## src/rtl/fifo_wr_arbiter.sv

```systemverilog
// Round-robin arbiter sharing the async FIFO write port between NREQ producers (wclk domain).
// Optional burst lock-in via `FIFO_ARB_BURST_EN (up to MAX_BURST back-to-back writes per grant).
module fifo_wr_arbiter #(
    parameter int NREQ      = 4,
    parameter int DSIZE     = 6,
    parameter int MAX_BURST = 4,
    parameter int CNTW      = 16,
    localparam int IDW      = $clog2(NREQ)
) (
    input  logic                  clk,
    input  logic                  rst,
    input  logic [NREQ-1:0]       req,
    input  logic [NREQ*DSIZE-1:0] req_data,
    input  logic                  wfull,
    output logic [NREQ-1:0]       ack,
    output logic                  winc,
    output logic [DSIZE-1:0]      wdata,
    output logic [IDW-1:0]        gnt_id,
    output logic [CNTW-1:0]       wr_cnt
);

    logic [IDW-1:0]   ptr_q, ptr_d;
    logic [IDW-1:0]   gnt_id_q, gnt_id_d;
    logic [CNTW-1:0]  wr_cnt_q, wr_cnt_d;
    logic [IDW-1:0]   sel, sel_nxt;
    logic             found, fire;
    logic [DSIZE-1:0] data_a [NREQ];

    for (genvar g = 0; g < NREQ; g++) begin : g_unpack
        assign data_a[g] = req_data[g*DSIZE +: DSIZE];
    end

    // Rotating priority scan starting at ptr_q, wrapping modulo NREQ.
    always_comb begin
        int s;
        sel   = '0;
        found = 1'b0;
        s     = 0;
        for (int k = 0; k < NREQ; k++) begin
            s = int'(ptr_q) + k;
            if (s >= NREQ) s = s - NREQ;
            if (!found && req[s[IDW-1:0]]) begin
                found = 1'b1;
                sel   = s[IDW-1:0];
            end
        end
    end

    assign sel_nxt = (sel == IDW'(NREQ-1)) ? '0 : sel + IDW'(1);
    assign fire    = found & ~wfull & ~rst;
    assign ack     = fire ? (NREQ'(1) << sel) : '0;
    assign winc    = fire;
    assign wdata   = fire ? data_a[sel] : '0;
    assign gnt_id  = gnt_id_q;
    assign wr_cnt  = wr_cnt_q;

`ifdef FIFO_ARB_BURST_EN
    localparam int BW = $clog2(MAX_BURST + 1);
    logic [BW-1:0] burst_q, burst_d, cur;
`endif

    always_comb begin
        ptr_d    = ptr_q;
        gnt_id_d = gnt_id_q;
        wr_cnt_d = wr_cnt_q;
`ifdef FIFO_ARB_BURST_EN
        burst_d  = burst_q;
        cur      = '0;
`endif
        if (fire) begin
            gnt_id_d = sel;
            wr_cnt_d = wr_cnt_q + CNTW'(1);
`ifdef FIFO_ARB_BURST_EN
            // A new grantee starts a fresh burst; the lock holds ptr on the winner.
            cur = (sel == gnt_id_q) ? burst_q : '0;
            if (int'(cur) + 1 < MAX_BURST) begin
                ptr_d   = sel;
                burst_d = cur + BW'(1);
            end else begin
                ptr_d   = sel_nxt;
                burst_d = '0;
            end
`else
            ptr_d = sel_nxt;
`endif
        end
    end

    always_ff @(posedge clk or posedge rst) begin
        if (rst) begin
            ptr_q    <= '0;
            gnt_id_q <= '0;
            wr_cnt_q <= '0;
`ifdef FIFO_ARB_BURST_EN
            burst_q  <= '0;
`endif
        end else begin
            ptr_q    <= ptr_d;
            gnt_id_q <= gnt_id_d;
            wr_cnt_q <= wr_cnt_d;
`ifdef FIFO_ARB_BURST_EN
            burst_q  <= burst_d;
`endif
        end
    end

`ifndef SYNTHESIS
    a_ack_onehot0 : assert property (@(posedge clk) disable iff (rst) $onehot0(ack));
    a_winc_ack    : assert property (@(posedge clk) disable iff (rst) winc == |ack);
`endif

endmodule

```

## config.mk

```make
export PLATFORM = sky130hd
export DESIGN_NAME = fifo_wr_arbiter
export DESIGN_NICKNAME = d
export VERILOG_FILES = /design/src/rtl/fifo_wr_arbiter.sv
export SDC_FILE = /design/constraint.sdc
export NUM_CORES = 1
export LEC_CHECK = 0
export CORE_MARGIN = 2
export CORE_UTILIZATION = 35
export DETAILED_ROUTE_END_ITERATION = 10
export PLACE_DENSITY = 0.75
export SYNTH_ARGS = -nofsm -noshare
export SYNTH_HDL_FRONTEND = slang
export SYNTH_SLANG_ARGS = --single-unit
```

## constraint.sdc

```tcl
create_clock -name clk -period 1.8 [get_ports clk]
set_input_delay 0.45 -clock clk [delete_from_list [all_inputs] [get_ports clk]]
set_output_delay 0.45 -clock clk [all_outputs]
set_load 0.02 [all_outputs]
```

== Word-level counts from Yosys, hierarchy flattened ==
Index checks and enable logic that the tools add are counted.
Word-level totals
  bits in registers: 20
  output and inout bits: 29
Cells by class
  shift operators: 1
  bitwise gates (word level): 5
  add/subtract/negate cells: 9
  $lt $le $gt $ge: 9
  equality and inequality tests: 1
  mux-type cells: 26
  reduce and logical (&&, ||, !) cells: 6
Operator list (count)
  2-bit 2-to-1 mux: 9
  6-bit 2-to-1 mux: 3
  16-bit by 1-bit adder with 16-bit output (second input constant): 1
  6-bit binary-select mux with 2-bit select: 1
  3-bit greater-or-equal comparator (second input constant): 4
  2-bit by 3-bit less-than comparator with 1-bit output (second input constant): 4
  1-bit binary-select mux with 2-bit select: 4
  1-bit 2-to-1 mux: 8
  2-bit by 1-bit subtractor with 2-bit output (second input constant): 4
  2-bit by 2-bit adder with 3-bit output (second input constant): 2
  4-bit 2-to-1 mux: 1
  1-bit by 2-bit << shifter with 4-bit output (first input constant): 1
  2-bit by 1-bit adder with 3-bit output (second input constant): 1
  2-bit by 3-bit greater-or-equal comparator with 1-bit output (second input constant): 1
  1-bit logical AND: 3
  1-bit zero test: 3
  2-bit NOT with 3-bit output: 1
  2-bit by 1-bit adder with 2-bit output (second input constant): 1
  1-bit bitwise AND: 2
  2-bit equality test (second input constant): 1
  1-bit NOT: 2

== Depth between registers and ports, before layout ==
  depth after elaboration: 19
  mapped depth: 9
  depth with buffers taken out: 7

== Least setup slack after synthesis ==
No wires, ideal clock.
  kind: input -> output
  start: input req[1]
  end: output wdata[0]
  data arrival time: 1.598 ns
  path slack: -0.248 ns
  stages on the path: 7
  buffers on the path: 2
  cell sequence: nand2b_1 -> a21oi_1 -> a211o_1 -> buf_6 -> buf_8 -> mux2i_1 -> o22ai_1
On the way
  word-level cells in the longest chain between the ends: 17
  elaborated cells on any way between the ends: 29
  those cells by class: mux (20); bitwise (3); reduce/logical (6)
RTL lines
  from (decl): line 12  | input logic [NREQ-1:0] req,
  1-bit binary-select mux with 2-bit select: line 42  | if (!found && req[s[IDW-1:0]]) begin
  1-bit 2-to-1 mux (implied by the code): line 42
  1-bit 2-to-1 mux: line 42
  1-bit zero test: line 42
  1-bit logical AND: line 42
  1-bit 2-to-1 mux: line 42
  1-bit zero test: line 42
  1-bit logical AND: line 42
  1-bit 2-to-1 mux: line 42
  1-bit zero test: line 42
  1-bit logical AND: line 42
  2-bit 2-to-1 mux: line 42
  2-bit NOT with 3-bit output (implied by the code): line 53  | assign wdata = fire ? data_a[sel] : '0;
  6-bit binary-select mux with 2-bit select: line 53
  6-bit 2-to-1 mux (implied by the code) (2 in series): line 53
  6-bit 2-to-1 mux *: line 53
  to (decl): line 17  | output logic [DSIZE-1:0] wdata,
Every way passes the cells marked *; elsewhere a longest branch is shown, timed or not. The select of a mux whose other input is x is not followed.

== Worst setup path after layout ==
  start: register ptr_q[1]
  end: output ack[3]
On the way
  word-level cells in the longest chain between the ends: 17
  elaborated cells on any way between the ends: 41
  those cells by class: add/sub (7); order compare (4); shift (1); mux (21); bitwise (2); reduce/logical (6)
RTL lines
  from (decl): line 22  | logic [IDW-1:0] ptr_q, ptr_d;
  from (signal assigned): line 98  | ptr_q <= ptr_d;
  parallel branches: the longest is 16 deep, another holds 2-bit by 1-bit adder with 3-bit output
  4-bit 2-to-1 mux *: line 51  | assign ack = fire ? (NREQ'(1) << sel) : '0;
  to (decl): line 15  | output logic [NREQ-1:0] ack,
Every way passes the cells marked *. The select of a mux whose other input is x is not followed.

==> summary.txt <==
Power and ir drop
  • Lkg Pwr: 1.11 nW
  • Peak supply drop: 0.000672 V
  • Power Density: 1010 nW/um^2

Yosys
  • Post-synthesis sequential area ratio: 42.8%
  • Synth top area share: 42.8%
  • Post-Syn Area: 1170 sq um
  • Synth area leader: dfrtp_1
  • Syn Nets: 150
  • Mapped Cells: 117
  • Yosys reg bits: 20
  • Post-synthesis async set-or-reset flop share: 100%
  • Mean Syn Cell Area: 9.99 sq um
  • Largest cells by area after synthesis: dfrtp_1 (43%), xnor2_1 (10%), mux2i_1 (10%)
  • Post-synth EDFFs: 0
  • Prevailing post-synth register cell: dfrtp_1
  • Synth warnings: 0
  • Synth unique cells: 30

Finish
  • Layout net count: 234
  • Most frequent cells in the layout: clkdlybuf4s50_1 (27), dfrtp_1 (20), buf_4 (18), buf_6 (16), nand2_1 (15)
  • Final core utilization: 76.9%
  • Share of layout cells above drive strength 1: 39.2%
  • ANT cells: 0
  • Most common cell after layout, fill and taps aside: clkdlybuf4s50_1
  • Area delta synth->final: 104%
  • Fin cells: 243

Setup path
  • Critical Path AT: 2.00 ns
  • Setup CP Type: flip-flop to output pin
  • R2R depth: 8
  • CP endpoint kind: output pin
  • Critical-path maximum fanout: 4
  • Worst r2r src: ptr_q[1]
  • R2R setup slack: 0.02 ns
  • CP required: 1.35 ns
  • Type of origin of the critical path: flip-flop
  • R2r endpoint: ptr_q[0]
  • Crit path launch: ptr_q[1]
  • Critical Path Sink: ack[3]

Die
  • DIE WIDTH: 61.8 microns
  • # IOs: 60
  • Placeable core area: 3100 sq um
  • Row count: 20
  • Die span in y: 61.8 microns
  • Initial Util: 37.7%
  • Die footprint: 3820 sq um

STA
  • Worst setup margin: -0.648 ns
  • Final period util: 136%
  • Slew HR: 82.8%
  • Hold Vio Cnt, Final: 0
  • Tightest Pin Transition: 0.257 ns
  • Pins Over Slew Limit: 0
  • RSZ-0062 raised after global routing: yes
  • Final setup fails: 14
  • Clock skew: 0.00397 ns
  • Tmin final: 2.45 ns
  • Fmax: 409 MHz

Place
  • Global placer's final weighted congestion: 0.723
  • Dpl ws: -1.30 ns
  • Port bufs: 59
  • Cell total after placement: 226
  • DP Wirelength: 2780 microns

Global route
  • Overall Global Routing Usage: 23.5%
  • Initial antenna violation count: 0
  • First-pass GRT wire length: 6510 microns
  • GRT overflow: 0
  • Largest net degree at the start of global routing: 21
  • Vias in the first global route: 1315

Clock network
  • Worst-skew pair later-pin latency: 0.29 ns
  • CTS root buf: clkbuf_4
  • CTS tree: done
  • Cts bufs inserted: 3
  • Bufs on Longest Clock Path: 2
  • Clock sink total: 20
  • CTS H-tree lvls: 1
  • Worst-path clk slew: 0.10 ns

Detailed routing
  • Total number of vias: 1230
  • Wire per inst: 18.0 microns
  • DR pass1 iterations: 6
  • 1st-iter DRT viols: 59
  • Drt drc: 0
  • ANT nets after route: 0
  • Vias/cell: 5.06
  • WL final: 4360 microns

Status
  • Outcome: complete, but fails checks
  • Failing checks: negative setup slack

Run
  • Max-cap viol count: 0

Min path
  • Min-delay worst type: input port to asynchronous set/reset pin
[critical path: stages, from the launching register on]
cell	delay, ns
dfrtp_1	0.43
buf_6	0.14
buf_4	0.13
a21oi_2	0.19
nor3_4	0.08
buf_6	0.14
buf_4	0.14
ha_4	0.16
and2_4	0.13
buf_4	0.15
[synth_stat cells, types with 2 or more instances]
cell type  number
nor3_1          2
and4_1          2
nand2b_1        3
o22ai_1         7
nor2_1          3
nand2_1        16
inv_1           6
xnor2_1        14
a21oi_1         3
nand3_1         3
and3_1          2
nand4_1         7
ha_1            2
mux2i_1        12
dfrtp_1        20
[layout make-up]
cell class	count	area [sq um]
clock buffers	3	22.5
fillers	202	717
inverters	7	32.5
multi-input cells	86	948
flip-flops and latches	20	500
well taps	44	55.1
repair buffers	83	827
[registers in the layout, indices dropped and copies added (netlist names)]
signal,cells
gnt_id,2
ptr_q,2
wr_cnt,16
[cell families (layout without fill, tap and decap cells)]
kind of cell	Yosys count	count (layout)	synth area share [%]
muxes	12	12	10.3
and+or+nand+nor	44	44	21.1
DFF	20	20	42.8
adders and majority gates	2	2	2.14
AOI/OAI and AO/OA	13	13	6.85
xor gates and xnor gates	15	15	11.2
buffers and inverters	11	93	5.57
[metrics by stage]
step | power, W | hold WS, ns | TNS (ns) | area [sq um]
2_1_floorplan | 0.00137 | 0.414 | -0.965 | 1350
3_3_place_gp | 0.00174 | 0.461 | -19.89 | 2030
3_5_place_dp | 0.00178 | 0.484 | -21.02 | 2030
4_1_cts | 0.00232 | 0.267 | -5.36 | 2310
5_1_grt | 0.00256 | 0.280 | -7.31 | 2390
6_report | 0.00242 | 0.276 | -6.24 | 2390
[worst min-delay path by stage]
| stage | to | slack, ns |
|---|---|---|
| 2_1_floorplan | gnt_id[0] | 0.41 |
| 6_report | wr_cnt[15] | 0.28 |
| 5_1_grt | wr_cnt[8] | 0.28 |
| 3_3_place_gp | wr_cnt[15] | 0.46 |
| 3_5_place_dp | gnt_id[1] | 0.48 |
| 4_1_cts | wr_cnt[8] | 0.27 |
[where the power goes]
group	internal (W)	leakage [nW]	switching, W
clock network	0.0000779	0.0138	0.000126
logic	0.000840	0.833	0.000729
registers	0.000541	0.265	0.000106
total	0.00146	1.11	0.000962
[repair_timing]
item,in CTS,in global routing
pin swaps,5,5
buffers inserted,10,4
gates cloned,1,0
resized for setup,124,19
setup endpoints to repair,35,20
hold buffers,0,0
[routing by layer]
layer | vias to the layer above | GRT usage, % | part of all wire (%)
met5 | - | 0 | 0
met4 | 0 | 6.99 | 1.9
met3 | 8 | 3.11 | 2.2
met2 | 28 | 41.7 | 56
met1 | 611 | 29.8 | 40
li1 | 583 | - | -
Power figures use the tool's default switching activity.
